[config.mk]
export PLATFORM = sky130hd
export DESIGN_NAME = cache_refill_unit_flat
export DESIGN_NICKNAME = d
export VERILOG_FILES = /design/src/rtl/cache_pkg.sv /design/src/rtl/cache_refill_unit_if.sv /design/src/rtl/cache_refill_unit_beat_counter.sv /design/src/rtl/cache_refill_unit.sv /design/src/flat_wrapper.sv
export SDC_FILE = /design/constraint.sdc
export NUM_CORES = 2
export LEC_CHECK = 0
export CAP_MARGIN = 20
export CORE_AREA = 2 2 462 464
export CTS_BUF_LIST = sky130_fd_sc_hd__clkbuf_4 sky130_fd_sc_hd__clkbuf_8
export DETAILED_ROUTE_END_ITERATION = 6
export DIE_AREA = 0 0 464 466
export PLACE_DENSITY = 0.43
export SLEW_MARGIN = 20
export SYNTH_ARGS = -nofsm -noshare
export SYNTH_HDL_FRONTEND = slang
export SYNTH_SLANG_ARGS = --single-unit
[constraint.sdc]
create_clock -name clk -period 103.9 [get_ports clk]
set_input_delay 20.78 -clock clk [delete_from_list [all_inputs] [get_ports clk]]
set_output_delay 20.78 -clock clk [all_outputs]
set_load 0.01 [all_outputs]
[src/rtl/cache_pkg.sv]
// Shared cache geometry, refill FSM state type and line/beat helpers used by
// the refill unit and its memory-bus interface.
package cache_pkg;

    localparam int ADDRESS_WIDTH   = 32;
    localparam int DATA_WIDTH      = 32;
    localparam int LINE_SIZE_BYTES = 64;
    localparam int OFFSET_BITS     = 6;
    localparam int INDEX_BITS      = 6;
    localparam int TAG_BITS        = ADDRESS_WIDTH - INDEX_BITS - OFFSET_BITS;
    localparam int LINE_SIZE_BITS  = LINE_SIZE_BYTES * 8;
    localparam int BEATS           = LINE_SIZE_BITS / DATA_WIDTH;
    localparam int BEAT_BITS       = $clog2(BEATS);
    localparam int WORD_BYTE_BITS  = $clog2(DATA_WIDTH / 8);

    typedef logic [ADDRESS_WIDTH-1:0]  addr_t;
    typedef logic [DATA_WIDTH-1:0]     data_t;
    typedef logic [LINE_SIZE_BITS-1:0] line_t;
    typedef logic [BEAT_BITS-1:0]      beat_idx_t;

    localparam addr_t LINE_MASK = ~addr_t'(LINE_SIZE_BYTES - 1);

    typedef enum logic [2:0] {
        ST_IDLE,
        ST_WB,
        ST_RD,
        ST_RESP,
        ST_DRAIN
    } refill_state_t;

    // The base is line aligned, so OR-ing in the word offset can never carry
    // into the index/tag bits.
    function automatic addr_t beat_addr(input addr_t base, input beat_idx_t beat);
        return base | addr_t'({beat, {WORD_BYTE_BITS{1'b0}}});
    endfunction

    function automatic data_t line_word(input line_t line, input beat_idx_t beat);
        return line[int'(beat)*DATA_WIDTH +: DATA_WIDTH];
    endfunction

endpackage

[src/rtl/cache_refill_unit_if.sv]
// Word-wide main-memory beat bus between the refill unit (master) and memory.
interface cache_refill_unit_if;
    import cache_pkg::*;

    logic  req;
    logic  we;
    addr_t addr;
    data_t wdata;
    logic  ready;
    data_t rdata;

    modport master (
        output req,
        output we,
        output addr,
        output wdata,
        input  ready,
        input  rdata
    );

    modport slave (
        input  req,
        input  we,
        input  addr,
        input  wdata,
        output ready,
        output rdata
    );

endinterface

[src/rtl/cache_refill_unit_beat_counter.sv]
// Beat index counter shared by the write-back and read phases of a refill.
module beat_counter #(
    parameter int               WIDTH = 4,
    parameter logic [WIDTH-1:0] LAST  = '1
) (
    input  logic             clk,
    input  logic             rst,
    input  logic             clear,
    input  logic             enable,
    output logic [WIDTH-1:0] count,
    output logic             last
);

    // Clear wins over enable so a phase change always restarts at beat 0.
    always_ff @(posedge clk or posedge rst) begin
        if (rst) begin
            count <= '0;
        end else if (clear) begin
            count <= '0;
        end else if (enable) begin
            count <= count + 1'b1;
        end
    end

    assign last = (count == LAST);

endmodule

[src/rtl/cache_refill_unit.sv]
// Cache miss handler: writes back a dirty victim, fetches the missing line one
// word per beat, and returns the assembled line with a one-cycle pulse.
module cache_refill_unit
    import cache_pkg::*;
(
    input  logic                       clk,
    input  logic                       rst,
    input  logic                       miss,
    input  addr_t                      miss_addr,
    input  logic                       evict,
    input  addr_t                      evict_addr,
    input  line_t                      evict_line,
    output line_t                      fill_line,
    output logic                       fill_valid,
    output logic                       busy,
    cache_refill_unit_if.master        mem
);

    refill_state_t state;
    addr_t         miss_base;
    addr_t         evict_base;
    line_t         victim;
    line_t         fill_q;
    logic          fill_valid_q;
    logic          busy_q;
    logic          req_q;
    logic          we_q;
    addr_t         addr_q;
    data_t         wdata_q;

    beat_idx_t     beat;
    beat_idx_t     next_beat;
    logic          last_beat;
    logic          beat_accept;
    logic          wb_done;
    logic          cnt_clear;

    assign next_beat   = beat + 1'b1;
    assign beat_accept = req_q & mem.ready;
    assign wb_done     = (state == ST_WB) & beat_accept & last_beat;
    assign cnt_clear   = (state == ST_IDLE) | wb_done;

    beat_counter #(
        .WIDTH (BEAT_BITS),
        .LAST  (beat_idx_t'(BEATS - 1))
    ) u_beat_counter (
        .clk    (clk),
        .rst    (rst),
        .clear  (cnt_clear),
        .enable (beat_accept),
        .count  (beat),
        .last   (last_beat)
    );

    // Outputs are precomputed for the next beat so the bus is registered and
    // still presents back-to-back beats when ready stays high.
    always_ff @(posedge clk or posedge rst) begin
        if (rst) begin
            state        <= ST_IDLE;
            miss_base    <= '0;
            evict_base   <= '0;
            victim       <= '0;
            fill_q       <= '0;
            fill_valid_q <= 1'b0;
            busy_q       <= 1'b0;
            req_q        <= 1'b0;
            we_q         <= 1'b0;
            addr_q       <= '0;
            wdata_q      <= '0;
        end else begin
            fill_valid_q <= 1'b0;
            unique case (state)
                ST_IDLE: begin
                    if (miss) begin
                        miss_base  <= miss_addr & LINE_MASK;
                        evict_base <= evict_addr & LINE_MASK;
                        victim     <= evict_line;
                        busy_q     <= 1'b1;
                        req_q      <= 1'b1;
                        if (evict) begin
                            state   <= ST_WB;
                            we_q    <= 1'b1;
                            addr_q  <= beat_addr(evict_addr & LINE_MASK, '0);
                            wdata_q <= line_word(evict_line, '0);
                        end else begin
                            state   <= ST_RD;
                            we_q    <= 1'b0;
                            addr_q  <= beat_addr(miss_addr & LINE_MASK, '0);
                            wdata_q <= '0;
                        end
                    end
                end

                ST_WB: begin
                    if (mem.ready) begin
                        if (last_beat) begin
                            state   <= ST_RD;
                            we_q    <= 1'b0;
                            addr_q  <= beat_addr(miss_base, '0);
                            wdata_q <= '0;
                        end else begin
                            addr_q  <= beat_addr(evict_base, next_beat);
                            wdata_q <= line_word(victim, next_beat);
                        end
                    end
                end

                ST_RD: begin
                    if (mem.ready) begin
                        fill_q[int'(beat)*DATA_WIDTH +: DATA_WIDTH] <= mem.rdata;
                        if (last_beat) begin
                            state  <= ST_RESP;
                            req_q  <= 1'b0;
                            addr_q <= '0;
                        end else begin
                            addr_q <= beat_addr(miss_base, next_beat);
                        end
                    end
                end

                ST_RESP: begin
                    fill_valid_q <= 1'b1;
                    state        <= ST_DRAIN;
                end

                // A level miss still held after the response must not start
                // a second refill of the same line.
                ST_DRAIN: begin
                    if (!miss) begin
                        state  <= ST_IDLE;
                        busy_q <= 1'b0;
                    end
                end

                default: begin
                    state  <= ST_IDLE;
                    busy_q <= 1'b0;
                    req_q  <= 1'b0;
                    we_q   <= 1'b0;
                end
            endcase
        end
    end

    assign fill_line  = fill_q;
    assign fill_valid = fill_valid_q;
    assign busy       = busy_q;
    assign mem.req    = req_q;
    assign mem.we     = we_q;
    assign mem.addr   = addr_q;
    assign mem.wdata  = wdata_q;

endmodule

[src/flat_wrapper.sv]
// flat-port wrapper written by rule: the top's interface ports become plain ports
module cache_refill_unit_flat import cache_pkg::*;
  (clk, rst, miss, miss_addr, evict, evict_addr, evict_line, fill_line, fill_valid, busy, mem_req, mem_we, mem_addr, mem_wdata, mem_ready, mem_rdata);
  cache_refill_unit_if mem_i ();
  input  logic clk;
  input  logic rst;
  input  logic miss;
  input  addr_t miss_addr;
  input  logic evict;
  input  addr_t evict_addr;
  input  line_t evict_line;
  output line_t fill_line;
  output logic fill_valid;
  output logic busy;
  output wire logic [$bits(mem_i.req)-1:0] mem_req;
  output wire logic [$bits(mem_i.we)-1:0] mem_we;
  output wire logic [$bits(mem_i.addr)-1:0] mem_addr;
  output wire logic [$bits(mem_i.wdata)-1:0] mem_wdata;
  input wire logic [$bits(mem_i.ready)-1:0] mem_ready;
  input wire logic [$bits(mem_i.rdata)-1:0] mem_rdata;
  assign mem_req = mem_i.req;
  assign mem_we = mem_i.we;
  assign mem_addr = mem_i.addr;
  assign mem_wdata = mem_i.wdata;
  assign mem_i.ready = mem_ready;
  assign mem_i.rdata = mem_rdata;
  cache_refill_unit u_core (.clk(clk), .rst(rst), .miss(miss), .miss_addr(miss_addr), .evict(evict), .evict_addr(evict_addr), .evict_line(evict_line), .fill_line(fill_line), .fill_valid(fill_valid), .busy(busy), .mem(mem_i));
endmodule
# Yosys cells after proc, flatten, opt, wreduce, memory -nomap -nowiden

Index checks and enable logic that the tools add are counted.

Output and inout bits: 580
Register bits after elaboration: 1151
Word-level logic and storage cells: 85
Input port bits: 613

Bitwise logic cells: 9
Reduce and logical (&&, ||, !) cells: 15
Eq/ne operators: 11
Shifts and indexed selects: 3
Multiplexer cells: 33
Add/sub/neg operators: 2

Operators with widths:

| operator                    | count |
|---|---|
| $bwmux W512                 | 1 |
| $shift A32 B33 Y512 const A | 1 |
| $shiftx A32 B33 Y512        | 1 |
| $shiftx A512 B10 Y32        | 1 |
| $mux W32                    | 10 |
| $pmux W32 S3                | 1 |
| $or A32 B6 Y32              | 2 |
| $pmux W32 S2                | 1 |
| $neg A9 Y33                 | 1 |
| $mux W3                     | 6 |
| $pmux W3 S5                 | 1 |
| $reduce_and A4 Y1           | 3 |
| $pmux W1 S3                 | 3 |
| $reduce_or A3 Y1            | 3 |
| $mux W4                     | 2 |
| $ne A2 B2 Y1 const B        | 4 |
| $mux W1                     | 7 |
| $eq A3 B2 Y1 const B        | 2 |
| $reduce_and A3 Y1           | 2 |
| $reduce_and A6 Y1           | 1 |
| $add A4 B1 Y4 const B       | 1 |
| $eq A4 B4 Y1 const B        | 1 |
| $ne A2 B1 Y1 const B        | 2 |
| $reduce_and A2 Y1           | 2 |
| 9 further kinds             | 14 |

# Logic depth before layout (Yosys ltp)

Depth after elaboration: 5
Mapped depth: 14
Gate-level depth less buffers: 6

# Modules after synthesis

From an unflattened synthesis, not the netlist that was laid out.

Cells, all modules: 4111
Area total of the unflattened synthesis: 48698.0 um2

By module, submodules not included:

| module            | area an instance (um2) | seq. area each (um2) | cells an instance | times used |
|---|---|---|---|---|
| cache_refill_unit | 48495.3                | 28652.5              | 4093              | 1 |
| beat_counter      | 202.7                  | 100.1                | 18                | 1 |

# Worst setup path before layout

No wires, ideal clock.

Kind: input to register
Start point: input port miss
End point: register u_core.wdata_q[0], in the netlist u_core.mem.wdata[0]
Path buffers: 4
Stages: 8
Library setup time: 0.090 ns
Path slack: 81.439 ns
Arrival time: 22.370 ns
Required time: 103.810 ns
Path through: buf_2 -> mux2i_1 -> or3_1 -> buf_2 -> or4_4 -> buf_6 -> buf_6 -> o221ai_1

Word-level cells in the longest chain between the ends: 2

RTL lines:

| item                               | line                     | text |
|---|---|---|
| start: declaration                 | flat_wrapper.sv:7        | `input logic miss;` |
| $ne A2 B2 Y1 (no source line)      | -                        |  |
| $reduce_and A3 Y1 (no source line) | -                        |  |
| end signal: assignment             | cache_refill_unit.sv:84  | `wdata_q <= line_word(evict_line, '0);` |
| end signal: assignment             | cache_refill_unit.sv:103 | `wdata_q <= line_word(victim, next_beat);` |
| end: declaration                   | cache_refill_unit.sv:29  | `data_t wdata_q;` |

No other way between the ends.
A chain may end at the register's enable or synchronous reset.

# Worst setup path after layout

Start point: input port miss
End point: register u_core.victim[483]

Word-level cells in the longest chain between the ends: 1

RTL lines:

| item                               | line                    | text |
|---|---|---|
| $reduce_and A2 Y1 (no source line) | -                       |  |
| end signal: assignment             | cache_refill_unit.sv:77 | `victim <= evict_line;` |
| end: declaration                   | cache_refill_unit.sv:22 | `line_t victim;` |

No other way between the ends.

==> results.md <==
- Vias in the first global route: 37694
- Largest fanout on the critical path: 142
- Routed WL per cell: 28.9 µm
- Cells along the critical path: clkdlybuf4s50_1 -> nand2b_1 -> nor3_2 -> buf_4 -> buf_4 -> buf_12 -> buf_4 -> mux2_2
- Ys async rst share: 1.00
- Fill count: 21167
- FF-to-FF path depth: 7
- Htree depth: 4
- RSZ-0062 raised after global routing: false
- Drt drc: 0
- Max Buffers Root-to-Sink: 3
- Post-placement cell area: 64800 µm²
- Hold slack final: 0.473 ns
- Vias: 36248
- Die footprint: 216000 µm²
- Area contributors post-synth: dfrtp_1 (58%), mux2_1 (13%), mux4_2 (5.8%), mux2_2 (3.8%), mux2i_1 (2.7%)
- Share of layout cells above drive strength 1: 0.164
- Detailed Route WL: 226 mm
- Largest net degree at the start of global routing: 159
- Yosys top cell by area: dfrtp_1
- WP buf/inv: 5
- Core ar.: 211000 µm²
- IO Count: 1193
- Nets: 5436
- CP startpoint kind: input port
- Final min period: 25.48 ns
- Max-cap viol count: 0
- Via density per instance: 4.63
- First-pass GRT wire length: 313 mm
- Synth warn: 0
- Reg2reg start: u_core.state[1]
- Setup Skew: 0.0454 ns
- Synthesized flop and latch total: 1149
- Required @ worst endpoint: 104.68 ns
- CP endpoint kind: flop
- TNS Setup: 0 ns
- GRT Overall Usage: 0.205
- Antenna Nets Post-Route: 0
- Final Util: 0.329
- Sink Count: 1149
- # rows: 169
- Delay-heaviest family, CP: buffers and inverters
- Share of the synthesized area in the top cell type: 0.576
- Mapped cell area: 49900 µm²
- Critical Path End: u_core.victim[483]
- Fin. max-slew vios: 0
- Initial Util: 0.236
- Buffers on Ports: 1178
- DRT iter0 DRCs: 2350
- Die Ht: 466 µm
- Fin crit share: 0.245
- Arr. time, crit path: 26.26 ns
- Design area: 69400 µm²
- First-pass detailed-route iteration total: 5
- Critical path class: in -> reg
- Status: finished clean
- Top cells by count, synth: dfrtp_1 (1149), mux2_1 (563), mux2_2 (167)
- PwrDens: 25.5 nW/µm²
- Ys flop type: dfrtp_1
- Max incr delay on CP: 0.91 ns
- Crit. path cell count: 8
- Clk slew on worst S/H paths: 0.06 ns
- Aggregate global routing overflow: 0
- Die X: 464 µm
- Clk Latency, worst-skew pair: 0.94 ns
- CTS Buf Count: 213
- Initial antenna violation count: 120
- Number of synthesized flops with an enable pin: 0
- Leakage: 31.6 nW
- HP Class: reg -> reg
- Area of the multi-input gates: 19500 µm²
- Cts repair resizes: 0
- Cells after Synth: 3634
- Hold_buf cts: 0
- Crit. Startpoint: miss
- Achievable Freq: 0.0392 GHz
- Slowest-stage cell, CP: buf_4
- Global placement routability congestion: 0.775
- Worst r2r dst: u_core.victim[483]
- Crit path top cell by count: buf_4
- Most common cell in the netlist: dfrtp_1
- Final hold vios: 0
- Reg area: 28800 µm²
- Yosys cell types: 58
- Actual slew at the worst max-slew pin: 1.08 ns
- Root buffer cell: clkbuf_8
- DP HPWL: 165 mm
- Post-CTS setup buffer count: 0
- Area Growth Syn to Fin: 39.1%
- Reg2reg setup slack: 98.28 ns
- VDD IR max: 0.0132 mV
- Relative slew slack: 0.281
- Seq/Total Area, Yosys: 0.576
- CTS tree: yes
- Post-Syn Area per Cell: 13.7 µm²
- Pwr Total: 1.77 mW
- Final Setup Violations: 0
[through the flow]
| step | std cells | worst slack [ns] |
|---|---|---|
| global route | 7818 | 78.23 |
| CTS | 7803 | 78.56 |
| detailed placement | 7425 | 77.51 |
| finish | 7833 | 78.42 |
| global placement | 7424 | 77.49 |
| floorplan | 3635 | 50.76 |
[power by group]
| group | leakage (nW) | internal (mW) | switching, mW | total, mW |
|---|---|---|---|---|
| Sequential | 14.2 | 0.584 | 0.0801 | 0.664 |
| Clock | 2.43 | 0.262 | 0.208 | 0.470 |
| Combinational | 14.9 | 0.284 | 0.350 | 0.634 |
[logic make-up after synthesis]
kind of cell               Yosys count  synth area share
buffers and inverters              417            0.0361
and+or+nand+nor                    525            0.0575
DFF                               1149             0.576
other                                1         0.0000752
muxes                              994             0.250
adders and majority gates            3          0.000753
AOI/OAI and AO/OA                  537            0.0776
xor gates and xnor gates             8           0.00156
[state kept, by name, indices dropped and copies added, names as in the netlist]
register	count
u_core.fill_line	512
u_core.victim	512
u_core.mem.wdata	32
u_core.mem.addr	30
u_core.evict_base	26
u_core.miss_base	26
u_core.u_beat_counter.count	4
u_core.state	3
u_core.busy	1
u_core.fill_valid	1
u_core.mem.req	1
u_core.mem.we	1
[cell type report]
class / count / area share
clock buffers: 353 / 0.0624
flip-flops and latches: 1149 / 0.414
inverters: 104 / 0.00573
repair buffers: 1283 / 0.182
diodes: 29 / 0.00105
well taps: 2821 / 0.0509
multi-input cells: 2069 / 0.281
clock inverters: 25 / 0.00296
[cell usage in the layout (no fill, tap or decap), types with 4 or more instances in the layout]
cell                n
clkinv_2           12
buf_4             100
a21oi_1             4
dfrtp_1          1147
o31ai_1            93
inv_1             102
nor2b_1            28
mux2_2            167
a22oi_1            32
nor3_1            162
clkbuf_4           84
mux4_2            128
nand2b_1            7
mux2i_2             4
o21ai_0           125
a21bo_1            27
nor2_2              4
clkbuf_8          269
a2111oi_0          26
and3_1             83
a211oi_1           28
nor3b_1            26
xnor2_1             4
o221ai_1           32
nand4_1            58
mux2i_1           132
a21o_1            163
clkdlybuf4s50_1  1177
diode_2            29
nand3_1            11
mux2_1            563
nand3_2             5
nor2_1             39
nand2_1            70
buf_12              4
[worst register-to-register path: stages, from the launching register on]
cell and delay, ns:
dfrtp_1 0.57, nand2b_1 0.27, nor3_2 0.65, buf_4 0.86
buf_4 0.86, buf_12 0.62, buf_4 1.15, mux2_2 0.48
[metal layers]
layer	GRT usage	wire length (µm)	vias up
met4	0.0560	5790	126
met2	0.366	117000	1229
met3	0.0775	18700	413
met1	0.226	83800	18720
li1	-	-	15760
met5	0	812	-
[worst min-delay path by stage]
stage	from	endpoint	cells past startpoint
2_1_floorplan	u_core.evict_base[26]	u_core.evict_base[26]	1
3_3_place_gp	u_core.fill_line[436]	u_core.fill_line[436]	1
3_5_place_dp	u_core.fill_line[446]	u_core.fill_line[446]	1
4_1_cts	u_core.fill_line[299]	u_core.fill_line[299]	1
5_1_grt	u_core.fill_line[248]	u_core.fill_line[248]	1
6_report	u_core.fill_line[299]	u_core.fill_line[299]	1
No activity file was read; power rests on OpenSTA's default activity.
